File: src/rtl/alu_issue_stage_pkg.sv
// Shared ALU issue definitions: opcode mnemonics, instruction field positions,
// the buffered issue entry, and the shift-operand mask helper.
package alu_issue_stage_pkg;

    localparam int kDw  = 8;
    localparam int kRiw = 3;
    localparam int kIw  = 9;

    // Instruction layout: opcode [8:6], rs [5:3], rt [2:0]; rd is rs.
    localparam int kOpMsb = 8;
    localparam int kOpLsb = 6;
    localparam int kRsMsb = 5;
    localparam int kRsLsb = 3;
    localparam int kRtMsb = 2;
    localparam int kRtLsb = 0;

    localparam int kShamtW = 3;

    localparam logic [2:0] kOpAdd = 3'd0;
    localparam logic [2:0] kOpOr  = 3'd1;
    localparam logic [2:0] kOpXor = 3'd2;
    localparam logic [2:0] kOpAnd = 3'd3;
    localparam logic [2:0] kOpLt  = 3'd4;
    localparam logic [2:0] kOpEq  = 3'd5;
    localparam logic [2:0] kOpSll = 3'd6;
    localparam logic [2:0] kOpSrl = 3'd7;

    typedef enum logic [2:0] {
        OP_ADD = kOpAdd,
        OP_OR  = kOpOr,
        OP_XOR = kOpXor,
        OP_AND = kOpAnd,
        OP_LT  = kOpLt,
        OP_EQ  = kOpEq,
        OP_SLL = kOpSll,
        OP_SRL = kOpSrl
    } op_mne;

    typedef struct packed {
        op_mne            op;
        logic [kDw-1:0]   a;
        logic [kDw-1:0]   b;
        logic [kRiw-1:0]  rd;
        logic [kRiw-1:0]  rs;
        logic [kRiw-1:0]  rt;
        logic             pend_a;
        logic             pend_b;
    } issue_entry_t;

    // Shifts only consume the low shift-amount bits of operand B.
    function automatic logic [kDw-1:0] shiftMask(input op_mne op, input logic [kDw-1:0] v);
        logic [kDw-1:0] r;
        r = v;
        if (op == OP_SLL || op == OP_SRL) begin
            r = '0;
            r[kShamtW-1:0] = v[kShamtW-1:0];
        end
        return r;
    endfunction

endpackage

File: src/rtl/alu_issue_stage_decode.sv
// Combinational decode of one instruction word plus its register-file values
// into an issue entry; pending flags are always clear at this point.
module issue_decode
    import alu_issue_stage_pkg::*;
(
    input  logic [kIw-1:0]  instr,
    input  logic [kDw-1:0]  rsVal,
    input  logic [kDw-1:0]  rtVal,
    output issue_entry_t    entry
);

    always_comb begin
        entry        = '0;
        entry.op     = op_mne'(instr[kOpMsb:kOpLsb]);
        entry.rs     = instr[kRsMsb:kRsLsb];
        entry.rd     = instr[kRsMsb:kRsLsb];
        entry.rt     = instr[kRtMsb:kRtLsb];
        entry.a      = rsVal;
        entry.b      = shiftMask(op_mne'(instr[kOpMsb:kOpLsb]), rtVal);
        entry.pend_a = 1'b0;
        entry.pend_b = 1'b0;
    end

endmodule

File: src/rtl/alu_issue_stage.sv
// ALU issue stage: decode, 2-entry skid buffer and result forwarding.
// Optional ISSUE_STATS_EN adds saturating issued/stall counters.
module alu_issue_stage
    import alu_issue_stage_pkg::*;
#(
    parameter int DW  = kDw,
    parameter int RIW = kRiw,
    parameter int IW  = kIw
) (
    input  logic           clk,
    input  logic           rst_n,
    input  logic           in_valid,
    output logic           in_ready,
    input  logic [IW-1:0]  in_instr,
    input  logic [DW-1:0]  in_rs_val,
    input  logic [DW-1:0]  in_rt_val,
    output logic           out_valid,
    input  logic           out_ready,
    output logic [2:0]     out_op,
    output logic [DW-1:0]  out_a,
    output logic [DW-1:0]  out_b,
    output logic [RIW-1:0] out_rd,
    input  logic [DW-1:0]  alu_result
`ifdef ISSUE_STATS_EN
    ,
    output logic [15:0]    issued_cnt,
    output logic [15:0]    stall_cnt
`endif
);

    // Handshake: a transfer happens on a rising edge where valid and ready are
    // both high. Valid never depends on ready; once out_valid is up, out_* hold
    // until the ALU side takes them. in_ready is purely a register (!skidValid).

    issue_entry_t mainQ, mainD;
    issue_entry_t skidQ, skidD;
    issue_entry_t decEntry;
    logic         mainValid, mainValidD;
    logic         skidValid, skidValidD;
    logic         accept;
    logic         handoff;

    issue_decode u_decode (
        .instr (in_instr),
        .rsVal (in_rs_val),
        .rtVal (in_rt_val),
        .entry (decEntry)
    );

    assign in_ready  = !skidValid;
    assign accept    = in_valid & in_ready;
    assign handoff   = mainValid & out_ready;

    assign out_valid = mainValid;
    assign out_op    = mainQ.op;
    assign out_a     = mainQ.a;
    assign out_b     = mainQ.b;
    assign out_rd    = mainQ.rd;

    always_comb begin
        mainD      = mainQ;
        skidD      = skidQ;
        mainValidD = mainValid;
        skidValidD = skidValid;

        if (!mainValid) begin
            if (accept) begin
                mainD      = decEntry;
                mainValidD = 1'b1;
            end
        end else if (handoff) begin
            if (skidValid) begin
                // Pending operands were captured while main was stalled; the
                // departing main result is exactly what they were waiting for.
                mainD = skidQ;
                if (skidQ.pend_a) mainD.a = alu_result;
                if (skidQ.pend_b) mainD.b = shiftMask(skidQ.op, alu_result);
                mainD.pend_a = 1'b0;
                mainD.pend_b = 1'b0;
                skidValidD   = 1'b0;
            end else if (accept) begin
                // Register file write lands on this same edge, so bypass it.
                mainD = decEntry;
                if (decEntry.rs == mainQ.rd) mainD.a = alu_result;
                if (decEntry.rt == mainQ.rd) mainD.b = shiftMask(decEntry.op, alu_result);
            end else begin
                mainValidD = 1'b0;
            end
        end else if (!skidValid && accept) begin
            skidD        = decEntry;
            skidD.pend_a = (decEntry.rs == mainQ.rd);
            skidD.pend_b = (decEntry.rt == mainQ.rd);
            skidValidD   = 1'b1;
        end
    end

    always_ff @(posedge clk or negedge rst_n) begin
        if (!rst_n) begin
            mainQ     <= '0;
            skidQ     <= '0;
            mainValid <= 1'b0;
            skidValid <= 1'b0;
        end else begin
            mainQ     <= mainD;
            skidQ     <= skidD;
            mainValid <= mainValidD;
            skidValid <= skidValidD;
        end
    end

    // Main never carries pending flags, and its destination is its rs.
    always @(posedge clk) begin
        if (rst_n && mainValid) begin
            assert (!mainQ.pend_a && !mainQ.pend_b && (mainQ.rd == mainQ.rs));
        end
    end

`ifdef ISSUE_STATS_EN
    always_ff @(posedge clk or negedge rst_n) begin
        if (!rst_n) begin
            issued_cnt <= '0;
            stall_cnt  <= '0;
        end else begin
            if (handoff && issued_cnt != 16'hFFFF) issued_cnt <= issued_cnt + 16'd1;
            if (in_valid && !in_ready && stall_cnt != 16'hFFFF) stall_cnt <= stall_cnt + 16'd1;
        end
    end
`endif

endmodule

File: config.mk
export PLATFORM = sky130hd
export DESIGN_NAME = alu_issue_stage
export DESIGN_NICKNAME = d
export VERILOG_FILES = /design/src/rtl/alu_issue_stage_pkg.sv /design/src/rtl/alu_issue_stage_decode.sv /design/src/rtl/alu_issue_stage.sv
export SDC_FILE = /design/constraint.sdc
export NUM_CORES = 1
export LEC_CHECK = 0
export BUFFER_PORTS_ARGS = -buffer_cell sky130_fd_sc_hd__buf_4
export CORE_MARGIN = 2
export CORE_UTILIZATION = 30
export DETAILED_ROUTE_END_ITERATION = 10
export PLACE_DENSITY_LB_ADDON = 0.15
export SLEW_MARGIN = 20
export SYNTH_ARGS = -nofsm -noshare
export SYNTH_HDL_FRONTEND = slang
export SYNTH_SLANG_ARGS = --single-unit
File: constraint.sdc
create_clock -name clk -period 2.25 [get_ports clk]
set_input_delay 0 -clock clk [delete_from_list [all_inputs] [get_ports clk]]
set_output_delay 0 -clock clk [all_outputs]
set_load 0.1 [all_outputs]
### Word-level counts from Yosys, hierarchy flattened

Index checks and enable logic that the tools add are counted.

* mux-type cells: 18
* reductions and logical operators: 9
* equal/unequal tests: 8
* bitwise gates (word level): 3

Operators by type and width (count)
* 2-to-1 mux 30 bit: 5
* 2-to-1 mux 8 bit: 7
* equality test 3 bit, second input constant: 4
* equality test 3 bit: 2
* 2-to-1 mux 1 bit: 6
* AND reduction 3 bit: 2
* nonzero test 2 bit: 2
* != test 3 bit, second input constant: 1
* AND 1 bit: 2
* logical OR 1 bit: 2
* != test 2 x 1 -> 1 bit, second input constant: 1
* AND reduction 2 bit: 1
* logical AND 1 bit: 1
* zero test 1 bit: 1
* inverter 1 bit: 1

* flip-flop bits (word level): 51
* output and inout bits: 24
* bits of input ports: 37

### Logic depth before layout (Yosys ltp)

Gate-level depths: netlist of the first run.

* word-level depth: 8
* depth in mapped cells: 7
* depth with buffers taken out: 4

### Modules after synthesis

A second synthesis of the first run with hierarchy kept.

* cells, all modules: 254
* area total of the unflattened synthesis: 2598.7 µm²

By module, submodules not included
* alu_issue_stage: cells each 223, area an instance 2369.8 µm², seq. area each 1201.2 µm², instances 1
* issue_decode: cells each 31, area an instance 229.0 µm², seq. area each 0.0 µm², instances 1

### Worst setup path after synthesis of the first run

OpenSTA, ideal clock, no wires.

* path kind: register to register
* start: register mainValid (netlist: out_valid)
* end: register mainQ, in the netlist out_b[5]
* buffers on the path: 3
* slack: 0.224 ns
* stages on the path, launching flop included: 8
* setup time: 0.130 ns
* arrival: 1.896 ns
* path through: dfrtp_1 -> and2_1 -> buf_4 -> o22ai_2 -> buf_4 -> buf_4 -> nand2_1 -> o41ai_2

* word-level cells in the longest chain between the ends: 3
* elaborated cells on any way between the ends: 6
* classes of those cells: 2 x eq/ne; 1 x mux; 1 x bitwise; 2 x reduce/logical

Ends and longest elaborated chain
* start: declaration: line alu_issue_stage.sv:38 `logic mainValid, mainValidD;`
* start signal: assignment: line alu_issue_stage.sv:106 `mainValid <= mainValidD;`
* AND 1 bit: line alu_issue_stage.sv:52 `assign handoff = mainValid & out_ready;`
* != test 3 bit (no source line) / != test 2 x 1 -> 1 bit (equally long branches)
* AND reduction 3 bit (no source line)
* end signal: assignment: line alu_issue_stage.sv:104 `mainQ <= mainD;`
* end: declaration: line alu_issue_stage.sv:35 `issue_entry_t mainQ, mainD;`

Several ways; a longest one is shown, not always the timed one.
A chain may end at the register's enable or synchronous reset.

### Final worst setup path of the first run

* start: register mainValid (netlist: out_valid)
* end: register mainQ, in the netlist out_a[1]

The elaborated chain is that of the path after synthesis.

==> results_dict.tcl, run 1 <==
set metrics [dict create \
    drive_above_1_share_pct 29.4 \
    clkTransAtPathRegs_ps 90 \
    instances_no_fill 475 \
    ir_drop_uv 798 \
    io_pins 61 \
    ff2ff_path_depth 4 \
    pwr_density_cell_nw_per_um2 1700 \
    path_delay_family "compound AO/OA/AOI/OAI gates" \
    synthMuxAreaShare_pct 7.19 \
    layout_min_cycle_time_ps 1890 \
    synthXorXnorAreaFrac_pct 2.82 \
    io_buffers 60 \
    synth_edf_count 0 \
    path_cells "and2_1 > o22a_2 > o221ai_2 > a22oi_1" \
    syn-num-nets 323 \
    max_freq_mhz 530 \
    start_util_pct 30.7 \
    grt_max_degree 49 \
    ys_types 46 \
    synth_area_leaders "dfrtp_1 45%, nand2_1 12%, o221ai_2 4.5%" \
    cp.arrival_ps 2100 \
    synthMostInstantiatedCell "nand2_1" \
    dieHeight_um 98.2 \
    coreArea_sq_um 8680 \
    cts.sinks 48 \
    viasPerCell 5.06 \
    die_area_sq_um 9640 \
    drc 0 \
    grt_pass1_wl_um 12600 \
    leakagePower_uw 0.00165 \
    syn-instance-count 286 \
    yosys.area_share.simple_pct 18.7 \
    relSlewSlack_pct 57.4 \
    post_cts_buffers 0 \
    netlist.area_leader.share_pct 45.1 \
    clock_skew_ps 7.84 \
    cp_num_cells 4 \
    end_kind "register" \
    placedCellCount 445 \
    crit_fanout 17 \
    antenna_found_initial 0 \
    place_hpwl_um 5410 \
    critPathLaunchType "register" \
    final_cell_area_sq_um 3570 \
    critPathKind "reg2reg" \
    chipWidth_um 98.2 \
    startpoint "out_valid$_DFF_PN0_" \
    syn_to_final_growth_pct 34.0 \
    ys_ff_latch 48 \
    rows 34 \
    grt_pass1_vias 2386 \
    cts_buffers 5 \
    fin_tns_setup_ps 0 \
    cts_hold_buf 22 \
    ys_seq_area_share_pct 45.1 \
    synth_area_per_cell_sq_um 9.31 \
    slowest_delay_ps 670 \
    synth_fa_ha_area_share_pct 0 \
    hold_class "in2reg" \
    yosysTopAreaCell "dfrtp_1" \
    crit_path_top_delay_cell "dfrtp_1" \
    antenna_cells 0 \
    ant_nets 0 \
    cts_max_path_buffers 2 \
    cts-root-buf "clkbuf_8" \
    cap_viol_max_count 0 \
    hold_ws_ps 29.6 \
    yosys_most_used_dff "dfrtp_1" \
    slew_viol_final 0 \
    synth_compound_area_share_pct 21.5 \
    hold-path-cell-count 3 \
    cts.htree.levels 2 \
    num-nets-final 403 \
    async_flop_share_pct 100 \
    grt_overflow 0 \
    drt_iter0_markers 118 \
    status "complete, no violations" \
    tightest_slew_ps 638 \
    required_ps 2470 \
    postCtsResizedCells 0 \
    post_dp_cell_area_sq_um 3220 \
    r2r_setup_slack_ps 360 \
    wire_per_inst_um 15.8 \
    synth_commonest_cells "82 x nand2_1, 48 x dfrtp_1, 16 x a21oi_1" \
    setup_viol 0 \
    cp.buffers_inverters 0 \
    dr_total_vias 2405 \
    dr.pass1.iters 5 \
    grt_use_total_pct 16.4 \
    synth_top_family_by_area "compound AO/OA/AOI/OAI gates" \
    clk_latency_ps 300 \
    cts_tree "built" \
    rsz0062_at_grt "no" \
    ys_warn_count 0 \
    min_period_over_period_pct 83.9 \
    gp_congestion 0.824 \
    final-hold-violation-count 0 \
    totalWireLength_um 7530 \
    netlist_area_sq_um 2660 \
    hp-start "in_valid" \
    r2r-start "out_valid$_DFF_PN0_" \
]
[path summary, 6_finish.rpt]
kind,end
min in group asynchronous,out_op[0]$_DFFE_PN0P_
max in group asynchronous,skidQ[22]$_DFFE_PN0P_
worst min register to register,skidQ[27]$_DFFE_PN0P_
worst max register to register,out_a[1]$_DFFE_PN0P_
worst max-delay path,out_a[1]$_DFFE_PN0P_
worst min-delay path,out_valid$_DFF_PN0_
[sequential cells by signal (all words and copies together) (netlist names)]
signal	cells
out_a	8
out_rd	3
out_valid	1
out_op	3
skidValid	1
out_b	8
skidQ	24
[metal layers]
| layer | global-route usage (%) | share of wire [%] |
|---|---|---|
| met1 | 22.9 | 47 |
| met2 | 26.1 | 48 |
| met3 | 3.01 | 4.2 |
| met4 | 5.16 | 1.3 |
| met5 | 0 | 0 |
[power breakdown]
part           total [uW]  internal, uW  switching, uW
logic                3720          1110           2620
clock network         691           393            298
registers            1650          1280            375
total                6060          2770           3290
[worst min-delay path, delay by kind of cell]
family,cells,cell delay [ps]
buf+inv,2,210
compound gates,1,70
[cell usage in the layout (no fill, tap or decap), types with 2 or more instances in the layout]
cell type	synthesis	routed
dlygate4sd3_1	0	22
o31ai_1	3	3
dfrtp_1	48	48
o21ai_0	7	7
mux2_2	9	9
nor2_1	8	8
mux2i_1	9	9
a21boi_0	3	3
nand2b_1	2	2
a22oi_1	9	9
a21oi_1	16	16
nand4_1	3	3
a32oi_1	3	3
nor2b_1	5	5
o22ai_1	3	3
o221ai_1	2	2
buf_4	3	70
o21ai_1	6	6
inv_1	5	5
o32ai_1	3	3
o21ai_2	2	2
nand2_1	82	82
xnor2_1	3	3
o221ai_2	8	8
xnor2_2	3	3
nand3_1	7	7
clkbuf_8	0	7
and2_1	2	2
and3_1	2	2
[per-stage QoR]
| step | power (uW) | util [%] | setup slack, ps |
|---|---|---|---|
| final | 6060 | 41.1 | 362 |
| after CTS | 6110 | 41.1 | 392 |
| after floorplan | 4550 | - | 224 |
| after global placement | 5350 | 37.1 | 480 |
| after detailed placement | 5380 | 37.1 | 396 |
| after global routing | 6480 | 41.1 | 221 |
[logic make-up (layout without fill, tap and decap cells)]
kind of cell | Yosys count | after routing
mux | 18 | 18
xor+xnor | 6 | 6
simple gates | 115 | 115
compound gates | 74 | 74
flops | 48 | 48
buf+inv | 25 | 106
[final cells by class]
| class | count | area, sq um |
|---|---|---|
| Fill cell | 904 | 5110 |
| Multi-Input combinational cell | 213 | 1340 |
| Sequential cell | 48 | 1200 |
| Timing Repair Buffer | 92 | 746 |
| Tap cell | 108 | 135 |
| Clock buffer | 7 | 96.3 |
| Clock inverter | 1 | 30.0 |
| Inverter | 6 | 22.5 |
Power figures use the tool's default switching activity.
==> run 2: changes to the inputs <==
--- a/config.mk
+++ b/config.mk
@@ -5,6 +5,7 @@
 export SDC_FILE = /design/constraint.sdc
 export NUM_CORES = 1
 export LEC_CHECK = 0
+export ABC_AREA = 1
 export BUFFER_PORTS_ARGS = -buffer_cell sky130_fd_sc_hd__buf_4
 export CORE_MARGIN = 2
 export CORE_UTILIZATION = 30
==> constraint.sdc (replaced) <==
create_clock -name clk -period 1.7 [get_ports clk]
set_input_delay 0 -clock clk [delete_from_list [all_inputs] [get_ports clk]]
set_output_delay 0 -clock clk [all_outputs]
set_load 0.1 [all_outputs]
==> run 2 against run 1 <==
Synthesized cell count increased by 24%; worst setup slack got worse by 250 ps; sequential share of layout area increased by 0.28 points; count of clock-buffer cells in the layout decreased by 1; via count increased by 8.1%; core utilization increased by 1.8 points; non-clock buffer count increased by 3; largest cell class is now sequential cells; highest routed layer unchanged.
==> results_dict.tcl, run 2 <==
set metrics [dict create \
    ys_warn_count 0 \
    syn_to_final_growth_pct 36.9 \
    cts.htree.levels 2 \
    synth_edf_count 0 \
    relSlewSlack_pct 57.7 \
    io_pins 61 \
    clkTransAtPathRegs_ps 100 \
    dr.pass1.iters 4 \
    max_freq_mhz 630 \
    grt_max_degree 49 \
    fin_tns_setup_ps 0 \
    viasPerCell 4.74 \
    drive_above_1_share_pct 21.7 \
    setup_viol 0 \
    path_delay_family "flip-flops" \
    drt_iter0_markers 179 \
    hold_class "in2reg" \
    layout_min_cycle_time_ps 1590 \
    required_ps 1890 \
    antenna_found_initial 0 \
    cap_viol_max_count 0 \
    totalWireLength_um 7710 \
    ys_seq_area_share_pct 46.2 \
    critPathKind "reg2reg" \
    grt_overflow 0 \
    ys_ff_latch 48 \
    final-hold-violation-count 0 \
    grt_use_total_pct 16.7 \
    ant_nets 0 \
    synth_commonest_cells "109 x nand2_1, 48 x dfrtp_1, 37 x inv_1" \
    largest-register "skidQ" \
    largest_reg_flops 24 \
    ys_types 21 \
    status "complete, no violations" \
    die_area_sq_um 9430 \
    hold_ws_ps 10.4 \
    clk_latency_ps 300 \
    tightest_slew_ps 634 \
    async_flop_share_pct 100 \
    finalPower_uw 7910 \
    final_common_cell "nand2_1" \
    leakagePower_uw 0.00182 \
    rows 33 \
    cp.arrival_ps 1780 \
    cts.sinks 48 \
    grt_pass1_wl_um 12800 \
    io_buffers 60 \
    chipWidth_um 97.1 \
    syn-instance-count 355 \
    critPathLaunchType "register" \
    worst_slack_ps 114 \
    yosys_most_used_dff "dfrtp_1" \
    dr_total_vias 2600 \
    cts_tree "built" \
    rsz0062_at_grt "yes" \
    clock_skew_ps 9.49 \
    pwr_density_cell_nw_per_um2 2220 \
    ir_drop_uv 1120 \
    cp.buffers_inverters 0 \
    netlist.area_leader.share_pct 46.2 \
    crit_path_top_delay_cell "dfrtp_2" \
    min_period_over_period_pct 93.3 \
    antenna_cells 0 \
    end_kind "register" \
    cts_buffers 5 \
    slowest_delay_ps 440 \
    cts_max_path_buffers 2 \
    layout_common_cells "109 x nand2_1, 72 x buf_4, 44 x dfrtp_1" \
    gp_congestion 0.810 \
    dieHeight_um 97.1 \
    synthMostInstantiatedCell "nand2_1" \
    synth_area_leaders "dfrtp_1 46%, nand2_1 16%, nand3_1 6.9%" \
    cts-root-buf "clkbuf_8" \
    grt_pass1_vias 2463 \
    drc 0 \
    yosysTopAreaCell "dfrtp_1" \
    place_hpwl_um 5550 \
    path_cells "xnor2_1 > nand4_1 > o211ai_1 > nand2_1" \
    start_util_pct 31.3 \
    syn-num-nets 392 \
    coreArea_sq_um 8300 \
    netlist_area_sq_um 2600 \
    place_ws_ps 145 \
    wire_per_inst_um 14.1 \
    slew_viol_final 0 \
    synth_area_per_cell_sq_um 7.32 \
    num-nets-final 479 \
    crit_fanout 6 \
]
==> run 2: cell types whose count changed after synthesis, sizes merged, moves of 9 or more <==
cell    delta
a21oi     +10
a22oi      -9
inv       +36
mux2       -9
mux2i      -9
nand2     +27
nand3     +29
o21ai     +29
o221ai    -10
==> run 2: timing repair <==
item                       CTS  global route
hold endpoints to repair    71             0
hold buffers                20             0
gates resized for setup      0             1
setup endpoints to repair    0            10
buffers inserted             0             0
==> run 2: report_power, final <==
part	switching [uW]	internal, uW
Clock	412	330
Combinational	3720	1360
Sequential	369	1710
==> run 2: path summary, 6_finish.rpt <==
kind / start / to / slack [ps] / depth (start not counted)
min in group asynchronous: rst_n / skidQ[27]$_DFFE_PN0P_ / 240 / 2
worst max-delay path: out_rd[1]$_DFFE_PN0P_ / out_b[5]$_DFFE_PN0P_ / 110 / 4
worst max register to register: out_rd[1]$_DFFE_PN0P_ / out_b[5]$_DFFE_PN0P_ / 110 / 4
worst min register to register: skidQ[6]$_DFFE_PN0P_ / skidQ[6]$_DFFE_PN0P_ / 480 / 2
worst min-delay path: in_rt_val[5] / skidQ[16]$_DFFE_PN0P_ / 10 / 3
max in group asynchronous: rst_n / out_valid$_DFF_PN0_ / 980 / 2
==> run 2: through the flow <==
step,util (%),cell area (sq um),std cells
final,42.9,3560,548
after detailed placement,39.2,3260,520
after floorplan,-,2610,355
after global placement,39.2,3260,520
after CTS,42.8,3550,548
after global routing,42.9,3560,548
==> run 2: metal layers <==
metal | up-vias | wire [um] | global-route usage [%]
met5 | - | 0 | 0
met3 | 2 | 360 | 3.60
li1 | 1323 | - | -
met2 | 58 | 3440 | 25.4
met1 | 1217 | 3860 | 24.3
met4 | 0 | 46 | 4.12
==> run 2: kinds of logic after synthesis <==
kind of cell	share of synthesized area, %
and+or+nand+nor	26.7
DFF	46.2
xor gates and xnor gates	1.35
buffers and inverters	9.34
AOI/OAI and AO/OA	16.5
==> run 2: worst min-delay path: cells and delay by family <==
family / cells / cell delay (ps)
AND/OR/NAND/NOR: 1 / 90
AO/OA/AOI/OAI: 1 / 80
buffers and inverters: 1 / 110
==> run 2: cell type report <==
class                   instances  area [sq um]
inverters                      42           160
repair buffers                 95           801
flip-flops and latches         48          1210
clock inverters                 2          15.0
well taps                     105           131
clock buffers                   6          82.6
fillers                       882          4740
multi-input cells             250          1160
